### src/rtl/hamming_pkg.sv
// Shared Hamming SECDED helpers: parity-width derivation and data-bit placement.
// Used by both the decoder and the future encoder so the code layout lives in one place.
package hamming_pkg;

    // Smallest r with 2**r >= data_w + r + 1. Scanning downwards leaves the minimum in r.
    function automatic int par_w(input int data_w);
        int r;
        r = 0;
        for (int i = 30; i >= 1; i--) begin
            if ((longint'(1) << i) >= longint'(data_w + i + 1)) begin
                r = i;
            end
        end
        return r;
    endfunction

    function automatic bit is_pow2(input int k);
        return (k > 0) && ((k & (k - 1)) == 0);
    endfunction

    // Hamming position of data bit i: the i-th non-power-of-two position, counting from 1.
    function automatic int data_pos(input int i);
        int cnt;
        int pos;
        cnt = 0;
        pos = 0;
        for (int k = 1; k <= i + 33; k++) begin
            if (!is_pow2(k)) begin
                if (cnt == i) begin
                    pos = k;
                end
                cnt++;
            end
        end
        return pos;
    endfunction

endpackage

### src/rtl/hamming_syndrome.sv
// Combinational Hamming syndrome and overall parity of a received codeword (bit 0 = overall parity).
// Shared between the decoder's first stage and the encoder's self-check path.
module hamming_syndrome
    import hamming_pkg::*;
#(
    parameter  int DATA_W = 8,
    localparam int PAR_W  = par_w(DATA_W),
    localparam int CODE_W = DATA_W + PAR_W + 1
) (
    input  logic [CODE_W-1:0] code_i,
    output logic [PAR_W-1:0]  syn_o,
    output logic              par_o
);

    // XOR of the positions of all set bits; zero for a valid Hamming word.
    always_comb begin
        syn_o = '0;
        for (int k = 1; k < CODE_W; k++) begin
            if (code_i[k]) begin
                syn_o = syn_o ^ PAR_W'(k);
            end
        end
    end

    assign par_o = ^code_i;

endmodule

### src/rtl/hamming_secded_decoder.sv
// Two-stage SECDED decoder (syndrome register, then correct/classify register); 2-cycle latency, one word/cycle.
// Valid/ready on both sides: outputs hold while out_ready is low, input stalls only when both stages are full.
module hamming_secded_decoder
    import hamming_pkg::*;
#(
    parameter  int DATA_W = 8,
    parameter  int CNT_W  = 16,
    localparam int PAR_W  = par_w(DATA_W),
    localparam int N      = DATA_W + PAR_W,
    localparam int CODE_W = N + 1,
    localparam int POS_W  = $clog2(CODE_W)
) (
    input  logic              clk,
    input  logic              rst,
    input  logic              in_valid,
    output logic              in_ready,
    input  logic [CODE_W-1:0] code_in,
    output logic              out_valid,
    input  logic              out_ready,
    output logic [DATA_W-1:0] data_out,
    output logic              err_corr,
    output logic              err_uncorr,
    output logic [POS_W-1:0]  err_pos,
    input  logic              cnt_clr,
    output logic [CNT_W-1:0]  corr_cnt,
    output logic [CNT_W-1:0]  uncorr_cnt
);

    logic [PAR_W-1:0]  syn;
    logic              par;

    logic              v1_q, v1_d;
    logic [CODE_W-1:0] code_q, code_d;
    logic [PAR_W-1:0]  syn_q, syn_d;
    logic              par_q, par_d;

    logic              v2_q, v2_d;
    logic [DATA_W-1:0] data_q, data_d;
    logic              corr_q, corr_d;
    logic              uncorr_q, uncorr_d;
    logic [POS_W-1:0]  pos_q, pos_d;
    logic [CNT_W-1:0]  corr_cnt_q, corr_cnt_d;
    logic [CNT_W-1:0]  uncorr_cnt_q, uncorr_cnt_d;

    logic              ld1, ld2, out_xfer;
    logic [CODE_W-1:0] fixed;
    logic [DATA_W-1:0] data_fix;
    logic              cls_corr, cls_uncorr;
    logic [POS_W-1:0]  cls_pos;

    hamming_syndrome #(.DATA_W(DATA_W)) u_syn (
        .code_i (code_in),
        .syn_o  (syn),
        .par_o  (par)
    );

    assign ld2      = !v2_q || out_ready;
    assign ld1      = !v1_q || ld2;
    assign in_ready = ld1 && !rst;
    assign out_xfer = v2_q && out_ready;

    // A nonzero syndrome is only a real single-bit position when the overall parity also failed.
    always_comb begin
        cls_corr   = 1'b0;
        cls_uncorr = 1'b0;
        cls_pos    = '0;
        fixed      = code_q;
        if (syn_q == '0) begin
            cls_corr = par_q;
        end else if (par_q && (int'(syn_q) <= N)) begin
            cls_corr = 1'b1;
            cls_pos  = POS_W'(syn_q);
            fixed    = code_q ^ (CODE_W'(1) << syn_q);
        end else begin
            cls_uncorr = 1'b1;
        end
    end

    for (genvar i = 0; i < DATA_W; i++) begin : g_ext
        localparam int DP = data_pos(i);
        assign data_fix[i] = fixed[DP];
    end

    always_comb begin
        v1_d         = v1_q;
        code_d       = code_q;
        syn_d        = syn_q;
        par_d        = par_q;
        v2_d         = v2_q;
        data_d       = data_q;
        corr_d       = corr_q;
        uncorr_d     = uncorr_q;
        pos_d        = pos_q;
        corr_cnt_d   = corr_cnt_q;
        uncorr_cnt_d = uncorr_cnt_q;

        if (ld1) begin
            v1_d = in_valid;
            if (in_valid) begin
                code_d = code_in;
                syn_d  = syn;
                par_d  = par;
            end
        end

        if (ld2) begin
            v2_d = v1_q;
            if (v1_q) begin
                data_d   = data_fix;
                corr_d   = cls_corr;
                uncorr_d = cls_uncorr;
                pos_d    = cls_pos;
            end
        end

        // Clear takes priority over a same-cycle increment.
        if (cnt_clr) begin
            corr_cnt_d   = '0;
            uncorr_cnt_d = '0;
        end else if (out_xfer) begin
            if (corr_q && (corr_cnt_q != {CNT_W{1'b1}})) begin
                corr_cnt_d = corr_cnt_q + CNT_W'(1);
            end
            if (uncorr_q && (uncorr_cnt_q != {CNT_W{1'b1}})) begin
                uncorr_cnt_d = uncorr_cnt_q + CNT_W'(1);
            end
        end
    end

    always_ff @(posedge clk) begin
        if (rst) begin
            v1_q         <= 1'b0;
            code_q       <= '0;
            syn_q        <= '0;
            par_q        <= 1'b0;
            v2_q         <= 1'b0;
            data_q       <= '0;
            corr_q       <= 1'b0;
            uncorr_q     <= 1'b0;
            pos_q        <= '0;
            corr_cnt_q   <= '0;
            uncorr_cnt_q <= '0;
        end else begin
            v1_q         <= v1_d;
            code_q       <= code_d;
            syn_q        <= syn_d;
            par_q        <= par_d;
            v2_q         <= v2_d;
            data_q       <= data_d;
            corr_q       <= corr_d;
            uncorr_q     <= uncorr_d;
            pos_q        <= pos_d;
            corr_cnt_q   <= corr_cnt_d;
            uncorr_cnt_q <= uncorr_cnt_d;
        end
    end

    assign out_valid  = v2_q;
    assign data_out   = data_q;
    assign err_corr   = corr_q;
    assign err_uncorr = uncorr_q;
    assign err_pos    = pos_q;
    assign corr_cnt   = corr_cnt_q;
    assign uncorr_cnt = uncorr_cnt_q;

endmodule
### config.mk
export PLATFORM = sky130hd
export DESIGN_NAME = hamming_secded_decoder
export DESIGN_NICKNAME = d
export VERILOG_FILES = /design/src/rtl/hamming_pkg.sv /design/src/rtl/hamming_syndrome.sv /design/src/rtl/hamming_secded_decoder.sv
export SDC_FILE = /design/constraint.sdc
export NUM_CORES = 1
export LEC_CHECK = 0
export CORE_ASPECT_RATIO = 1.1
export CORE_MARGIN = 1
export CORE_UTILIZATION = 45
export CTS_BUF_LIST = sky130_fd_sc_hd__clkbuf_8
export DETAILED_ROUTE_END_ITERATION = 16
export PLACE_DENSITY = 0.73
export SLEW_MARGIN = 10
export SYNTH_ARGS = -nofsm -noshare
export SYNTH_HDL_FRONTEND = slang
export SYNTH_SLANG_ARGS = --single-unit
### constraint.sdc
create_clock -name clk -period 1.97 [get_ports clk]
set_clock_uncertainty 0.1 [all_clocks]
set_input_delay 0.2955 -clock clk [delete_from_list [all_inputs] [get_ports clk]]
set_output_delay 0.2955 -clock clk [all_outputs]
set_load 0.005 [all_outputs]
==> flow_summary.ini <==
[status]
status = complete, no violations

[routing]
wl_met2_um = 3320
remaining_drc_errors = 0
routed.top_layer = met4
vias = 2609
route.met3.wl_um = 184
met1_length_um = 2830
first_pass_iters = 4
via_per_inst = 5.09
ant_nets = 0
wl_per_cell_um = 12.5
drt_wl_total_um = 6410
drtIter0Drc = 92

[power_and_ir_drop]
irDropWorstVdd_v = 0.000374
internal_power_mw = 2.09
p_sw_mw = 0.651
p_per_area_mw_per_mm2 = 678
comb_power_share = 0.114
leakage_nw = 1.41
p_seq_frac = 0.482
total_power_mw = 2.74
pwr-share-clk = 0.404
switching_share = 0.237

[clocking]
insertion_delay_ns = 0.33
clkSlewWorstSetupHoldPaths_ns = 0.07
cts-root-buf = clkbuf_8
cts_resized = 4
clock-sinks = 61
cts_setup_buffers = 0
clock_path_buffers = 2
cts_buffers = 9
hold_buffers = 0
cts_max_level = 3
cts_tree = done

[logic_synthesis]
synth_fp_nets = 362
synth_flop_cell = dfxtp_1
synthCells = 342
ys_seq_area_frac = 0.412
synthArstFlopShare = 0
synth_cell_types = 42
yosysWarnings = 0
synth_area_mm2 = 0.00296
avgSynthCellArea_um2 = 8.67
ys_ff_latch = 61
synth-edff-count = 0

[flow_run]
drv_cap = 0

[grt]
grt_max_degree = 22
grt_pass1_wl_um = 10900
grt.overflow.total = 0
antenna_found_initial = 0
grt_usage = 0.204
grt_pass1_vias = 2419

[worst_setup_path]
startpoint = corr_cnt[12]
worst-endpoint-required_ns = 2.10
critPathCaptureType = flop
cp_data_arrival_time_ns = 1.95
path_max_fanout = 7
path_class = flop to flop
r2r-start = corr_cnt[12]
crit_path_start_kind = flop

[timing]
setup_violations = 0
period_minus_slack_ns = 1.83
final.period_utilization = 0.927
max_freq_ghz = 0.548
rsz0062_at_grt = no
relSlewSlack = 0.661
finalSetupTns_ns = 0
hold_violations = 0
hold_slack_ns = 0.367
tightest_slew_ns = 0.508
maxSlewViolCount = 0

[floorplanning]
ios = 66
core_area_mm2 = 0.00627
die_h_um = 87.1
rows = 30
start_util = 0.473
die_w_um = 79.4
die_area_mm2 = 0.00692

[finish]
drive_gt1_frac = 0.122
n_antenna_cell = 0
nets = 449
nFillCells = 557
area_growth_pct = 36.3

[place]
place_congestion = 0.813
dpl.hpwl_um = 4820
place.port_buffers = 65

[hold_path]
hp-start = code_q[3]
hp-class = flop to flop
==> worst paths after layout <==
path                 end  slack (ns)  cells after the start
max          corr_cnt[1]        0.14                      6
min            code_q[3]        0.37                      2
max reg2reg  corr_cnt[1]        0.14                      6
min reg2reg    code_q[3]        0.37                      2
==> critical path, stage by stage (launching register included) <==
cell and delay, ns:
dfxtp_1 0.41, and4_1 0.32, nand4_2 0.22, o21ai_2 0.26
buf_4 0.16, mux2i_1 0.21, nor2_1 0.05
==> routing by layer <==
layer  vias up  track usage
met3         9       0.0283
met4         0       0.0893
met1      1194        0.248
li1       1357            -
met2        49        0.356
met5         -            0
==> registers in the layout, indices dropped and copies added (netlist names) <==
name,cells
corr_cnt,16
uncorr_cnt,16
code_q,8
data_out,8
err_pos,4
syn_q,4
err_corr,1
err_uncorr,1
out_valid,1
par_q,1
v1_q,1
==> cell families (layout without fill, tap and decap cells) <==
kind of cell               count (synthesis)  count (layout)  synth area share
and+or+nand+nor                          164             164             0.296
adders and majority gates                  2               2           0.00844
AOI/OAI and AO/OA                         44              44            0.0941
muxes                                      1               1           0.00338
buffers and inverters                     14             105            0.0203
DFF                                       61              61             0.412
xor gates and xnor gates                  56              56             0.165
==> cells in the final DEF (no fill, tap or decap), types with 12 or more instances in the layout <==
master	n
dfxtp_1	60
nand4_1	12
xor2_1	21
xnor2_1	35
clkdlybuf4s50_1	63
a211oi_1	12
nand2_1	34
a21oi_1	18
nor2_1	61
buf_4	24
==> metrics by stage <==
| stage | area [µm²] | cells | util | setup slack [ns] |
|---|---|---|---|---|
| after detailed placement | 3840 | 498 | 0.612 | -0.179 |
| after global routing | 4040 | 513 | 0.644 | 0.0298 |
| after global placement | 3840 | 498 | 0.612 | -0.193 |
| after floorplan | 2960 | 342 | - | 0.238 |
| after CTS | 4040 | 513 | 0.644 | 0.153 |
| final | 4040 | 513 | 0.644 | 0.144 |
==> cells in the mapped netlist (all sizes together), types with 3 or more instances <==
| master | instances | area (µm²) |
|---|---|---|
| a211oi | 12 | 90.1 |
| a21oi | 18 | 90.1 |
| a22oi | 4 | 30.0 |
| and2 | 5 | 31.3 |
| and3 | 7 | 46.3 |
| and4 | 4 | 35.0 |
| buf | 6 | 30.0 |
| clkbuf | 7 | 26.3 |
| dfxtp | 61 | 1220 |
| nand2 | 34 | 128 |
| nand2b | 3 | 18.8 |
| nand3 | 12 | 72.6 |
| nand4 | 14 | 109 |
| nor2 | 61 | 229 |
| nor3 | 6 | 30.0 |
| nor4 | 4 | 55.1 |
| o21ai | 5 | 28.8 |
| or3 | 3 | 23.8 |
| xnor2 | 35 | 307 |
| xor2 | 21 | 184 |
==> power groups by stage <==
| stage | sequential (mW) | combinational [mW] | clock, mW |
|---|---|---|---|
| finish | 1.32 | 0.311 | 1.11 |
| global route | 1.33 | 0.345 | 1.19 |
| CTS | 1.32 | 0.315 | 1.14 |
| detailed placement | 1.35 | 0.315 | 0 |
| global placement | 1.35 | 0.312 | 0 |
| floorplan | 1.34 | 0.194 | 0 |
==> cell type report <==
type                       count  area [µm²]  area share
clock inverter                 4        47.5      0.0118
sequential                    61        1220       0.303
tap                           80         100      0.0248
timing repair buffer          89         828       0.205
inverter                       1        3.75    0.000929
clock buffer                  11         151      0.0375
multi-input combinational    267        1680       0.417
No activity file was read; power rests on OpenSTA's default activity.
